<file path="config.mk">
export PLATFORM = sky130hd
export DESIGN_NAME = reg_file_rename
export DESIGN_NICKNAME = d
export VERILOG_FILES = /design/src/rtl/reg_file_rename.sv
export SDC_FILE = /design/constraint.sdc
export NUM_CORES = 2
export LEC_CHECK = 0
export CAP_MARGIN = 0
export CORE_MARGIN = 4
export CORE_UTILIZATION = 50
export CTS_CLUSTER_SIZE = 10
export DETAILED_ROUTE_END_ITERATION = 8
export PLACE_DENSITY_LB_ADDON = 0.1
export SLEW_MARGIN = 20
export SYNTH_ARGS = -nofsm -noshare
export SYNTH_HDL_FRONTEND = slang
export SYNTH_SLANG_ARGS = --single-unit
</file>
<file path="constraint.sdc">
create_clock -name clk -period 4.65 [get_ports clk]
set_clock_uncertainty 0.1 [all_clocks]
set_input_delay 0.93 -clock clk [delete_from_list [all_inputs] [get_ports clk]]
set_output_delay 0.93 -clock clk [all_outputs]
set_load 0.01 [all_outputs]
</file>
<file path="src/rtl/reg_file_rename.sv">
// Architectural register file with per-register ROB rename tags.
// Commit writes values and releases ownership on tag match; issue claims
// ownership for a ROB slot; queries return the committed value or the tag to wait on.
module reg_file_rename #(
   parameter int unsigned ROB_W = 4,
   parameter int unsigned XLEN  = 32
) (
   input  logic             clk,
   input  logic             rst_n,
   input  logic             rdy,
   input  logic             rollback,
   input  logic             commit_en,
   input  logic [4:0]       commit_rd,
   input  logic [XLEN-1:0]  commit_val,
   input  logic [ROB_W-1:0] commit_rob_pos,
   input  logic             issue_en,
   input  logic [4:0]       issue_rd,
   input  logic [ROB_W-1:0] issue_rob_pos,
   input  logic [4:0]       rs1_idx,
   output logic [XLEN-1:0]  rs1_val,
   output logic             rs1_busy,
   output logic [ROB_W-1:0] rs1_tag,
   input  logic [4:0]       rs2_idx,
   output logic [XLEN-1:0]  rs2_val,
   output logic             rs2_busy,
   output logic [ROB_W-1:0] rs2_tag
);

   localparam int unsigned NREG = 32;

   logic [XLEN-1:0]  regs [NREG];
   logic [ROB_W-1:0] tag  [NREG];
   logic [NREG-1:0]  busy;

   logic             commit_wr;
   logic             commit_tag_hit;
   logic             issue_wr;
   logic             byp1;
   logic             byp2;

   // Qualified write strobes; x0 is never written or renamed
   always_comb begin
      commit_wr      = commit_en && (commit_rd != 5'd0);
      commit_tag_hit = (tag[commit_rd] == commit_rob_pos);
      issue_wr       = issue_en && (issue_rd != 5'd0) && !rollback;
   end

   // Register state: commit value write, tag-matched busy clear, then issue/rollback override
   always_ff @(posedge clk or negedge rst_n) begin
      if (!rst_n) begin
         regs <= '{default: '0};
         tag  <= '{default: '0};
         busy <= '0;
      end else if (rdy) begin
         if (commit_wr) begin
            regs[commit_rd] <= commit_val;
            if (commit_tag_hit) begin
               busy[commit_rd] <= 1'b0;
            end
         end
         if (rollback) begin
            busy <= '0;
         end else if (issue_wr) begin
            busy[issue_rd] <= 1'b1;
            tag[issue_rd]  <= issue_rob_pos;
         end
      end
   end

   // Source 1 query with same-cycle commit bypass
   always_comb begin
      byp1     = rdy && commit_en && (commit_rd == rs1_idx) && (rs1_idx != 5'd0) &&
                 busy[rs1_idx] && (tag[rs1_idx] == commit_rob_pos);
      rs1_val  = byp1 ? commit_val : regs[rs1_idx];
      rs1_busy = busy[rs1_idx] && !byp1;
      rs1_tag  = tag[rs1_idx];
   end

   // Source 2 query with same-cycle commit bypass
   always_comb begin
      byp2     = rdy && commit_en && (commit_rd == rs2_idx) && (rs2_idx != 5'd0) &&
                 busy[rs2_idx] && (tag[rs2_idx] == commit_rob_pos);
      rs2_val  = byp2 ? commit_val : regs[rs2_idx];
      rs2_busy = busy[rs2_idx] && !byp2;
      rs2_tag  = tag[rs2_idx];
   end

endmodule

</file>
==> out/results.tsv <==
stage	metric	value	unit
cts	CTS Hold Bufs	0	
global_routing	vias in the first global route	42300	
drt	met2 WL post-DR	94200	µm
pwr	static leakage	33.2	nW
timing	final hold vios	0	
drt	Initial DRC Count	3691	
drt	wire per inst	33.1	µm
pwr	Cell Pwr Density	370	mW/mm²
timing	Setup Viol. Count Final	60	
yosys	ys flop type	dfrtp_1	
pwr	total power draw	27.7	mW
setup_path	Most common cell on crit path	buf_12	
setup_path	Setup crit end kind	output port	
setup_path	Crit Reg-Reg Endpoint	busy[9]$_DFFE_PN0P_	
drt	DRC violations left	0	
drt	Via Count	40600	
drt	Highest Signal Layer	met4	
timing	highest clock rate	0.202	GHz
pwr	peak supply drop	336	µV
setup_path	CP endpoint	rs2_val[6]	
final_layout	area grow syn2layout	15.5	%
yosys	register area share after synthesis	45.8	%
global_routing	global-route wire length before repair	298000	µm
outcome	outcome	complete, but fails checks	
drt	vias per cell	6.70	
setup_path	crit-path cells	buf_8 -> mux4_2 -> mux4_2 -> mux2_4 -> xor2_1 -> nor2_1 -> buf_4 -> nand4b_4 -> buf_12 -> buf_12 -> buf_12 -> mux2_4 -> buf_6	
drt	TritonRoute pass-1 iters	7	
placed_design	buffers added on ports	139	
die	initial core utilization	50.6	%
setup_path	worst r2r src	tag[22]$_DFFE_PN0P_	
setup_path	WP data arrival	3.91	ns
drt	Antenna Nets Post-Route	0	
cts	CTS clk-pin slew, worst paths	0.05	ns
timing	Final WS setup	-0.290	ns
yosys	Mapped Area	0.0647	mm²
timing	Final min period	4.94	ns
final_layout	cell area after layout	0.0748	mm²
setup_path	Required @ worst endpoint	3.62	ns
die	Die ar.	0.135	mm²
placed_design	placed inst area	0.0697	mm²
setup_path	r2r setup slk	1.60	ns
final_layout	Antenna diodes	0	
run	max cap viols	0	
setup_path	CP Launch Type	input port	
cts	Num CTS Buffers	142	
outcome	failing checks	setup timing	
die	io pins	140	
die	Rows	131	
placed_design	pre-CTS setup slack	-0.700	ns
yosys	Post-synth EDFFs	0	
drt	drt total wl	200000	µm
cts	clock sink total	1184	
final_layout	Nets	4341	
drt	WL met3	13200	µm
timing	Slew Limit Fails	0	
yosys	area leader, netlist	dfrtp_1	
setup_path	CP max stage delay	0.53	ns
timing	Period Utilization, post-route	106	%
final_layout	layout cell share with drive strength beyond 1	59.5	%
global_routing	initial antenna violation count	2	
placed_design	DP Wirelength	118000	µm
timing	Min Hold Slack	0.0667	ns
timing	final setup TNS	-10.17	ns
setup_path	Critical Path Fanout Max	11	
yosys	Mapped Cells	4142	
drt	metal1 wirelength	86800	µm
worst_hold_path	hold crit path type	in2async	
yosys	mean post-synth cell area	15.6	µm²
cts	CTS tree	yes	
setup_path	Worst Setup SP	rs2_idx[0]	
timing	Slew @ Worst Pin	1.06	ns
yosys	asr flop ratio synth	100	%
cts	clock root buffer	clkbuf_16	
yosys	post-synth top area share	45.8	%
global_routing	largest net degree at the start of global routing	119	
die	Die W	368	µm
die	Placeable Area	0.128	mm²
cts	htree depth	4	
yosys	Area contributors post-synth	dfrtp_1 46%, mux4_2 24%, mux2_2 21%	
cts	Clock Tree Buf Depth	3	
setup_path	WS Path Type	in2out	
timing	slew margin rel.	29.5	%
global_routing	remaining global-route overflow	0	
yosys	Netlist cell types	53	
timing	unrepaired setup endpoints after global routing	yes	
yosys	Yosys Warn Count	0	
yosys	Synth Register Bits	1184	
placed_design	Routability Congestion	0.868	
setup_path	worst r2r path cells	9	
setup_path	Max stage delay cell, worst path	mux4_2	
cts	worst skew pair latency	0.76	ns
global_routing	GRT Total Usage	29.9	%
yosys	Synthesized Nets	4208	
die	Chip Height	368	µm
-- routing by layer --
layer	GRT usage [%]	up-vias
met5	0	-
met4	8.86	0
met3	5.19	312
met2	46.5	1479
met1	43.6	22400
li1	-	16400
-- layout make-up --
class                           count  area, µm²
Multi-Input combinational cell   2483      33700
Clock buffer                      179       3870
Sequential cell                  1184      29600
Tap cell                         1729       2160
Timing Repair Buffer              453       5220
Inverter                           11       46.3
Clock inverter                     14        111
Fill cell                       10000      53200
-- cell families (layout without fill, tap and decap cells) --
kind of cell,Yosys count,count (layout),synth area share (%)
DFF,1184,1184,45.8
AOI/OAI and AO/OA,188,188,1.88
buffers and inverters,475,657,2.92
xor gates and xnor gates,20,20,0.271
muxes,2055,2055,47.5
and+or+nand+nor,220,220,1.66
-- power by group --
part / total (mW) / internal, mW / switching (mW)
combinational: 5.16 / 3.12 / 2.04
sequential: 12.5 / 11.6 / 0.913
clock: 10.0 / 5.76 / 4.27
total: 27.7 / 20.5 / 7.22
-- synth_stat cells, types with 9 or more instances --
cell and number:
a211oi_1 13, a21oi_1 46, a221oi_1 11, buf_1 101
buf_2 39, buf_4 16, clkbuf_1 308, dfrtp_1 1184
inv_1 9, mux2_1 29, mux2_2 1223, mux2i_1 115
mux4_2 688, nand2_1 68, nand3_1 17, nor2_1 64
nor2b_1 14, nor4_1 9, o211ai_1 11, o21ai_0 36
o221ai_1 12, o22ai_1 27, or2_2 15, xnor2_1 14
-- worst min-delay path by stage --
stage	slack, ns	endpoint	startpoint
after floorplan	0.34	regs[1002]$_DFFE_PN0P_	regs[1002]$_DFFE_PN0P_
final	0.07	regs[176]$_DFFE_PN0P_	rst_n
after global routing	0.13	regs[176]$_DFFE_PN0P_	rst_n
after detailed placement	0.28	regs[997]$_DFFE_PN0P_	regs[997]$_DFFE_PN0P_
after CTS	0.13	regs[176]$_DFFE_PN0P_	rst_n
after global placement	0.28	regs[994]$_DFFE_PN0P_	regs[994]$_DFFE_PN0P_
-- registers in the layout, summed over array words and instances, names as in the netlist --
register,cells
tag,128
busy,32
regs,1024
-- per-stage QoR --
stage               cells  util, %
floorplan            4142        -
global placement     5818     54.5
detailed placement   5818     54.5
CTS                  6052     58.3
global route         6053     58.4
finish               6053     58.4
-- worst max-delay path: cells and delay by family --
kind | cells | cell delay [ns]
xor gates and xnor gates | 1 | 0.14
muxes | 4 | 1.65
and+or+nand+nor | 2 | 0.24
buffers and inverters | 6 | 0.89
-- cell usage in the layout (no fill, tap or decap), types with 12 or more instances in the layout --
| cell | Yosys | final |
|---|---|---|
| mux2_2 | 1223 | 1198 |
| dfrtp_1 | 1184 | 1184 |
| mux4_2 | 688 | 688 |
| buf_4 | 16 | 200 |
| clkbuf_16 | 0 | 146 |
| mux2i_1 | 115 | 113 |
| buf_6 | 0 | 82 |
| buf_12 | 0 | 80 |
| clkdlybuf4s50_1 | 0 | 57 |
| mux2_4 | 0 | 54 |
| nand2_1 | 68 | 51 |
| a21oi_1 | 46 | 46 |
| nor2_1 | 64 | 46 |
| o21ai_0 | 36 | 35 |
| o22ai_1 | 27 | 27 |
| clkbuf_1 | 308 | 23 |
| nor2_4 | 0 | 18 |
| nand3_1 | 17 | 16 |
| or2_2 | 15 | 15 |
| nand2_4 | 0 | 15 |
| nor2b_1 | 14 | 14 |
| a211oi_1 | 13 | 13 |
| o221ai_1 | 12 | 12 |
| clkbuf_8 | 0 | 12 |
-- what timing repair did --
item | 4_1_cts | 5_1_grt
pin swaps | 5 | 5
gates cloned | 7 | 1
setup buffers | 36 | 6
setup endpoints to repair | 66 | 66
resized for setup | 399 | 59
Power figures use the tool's default switching activity.
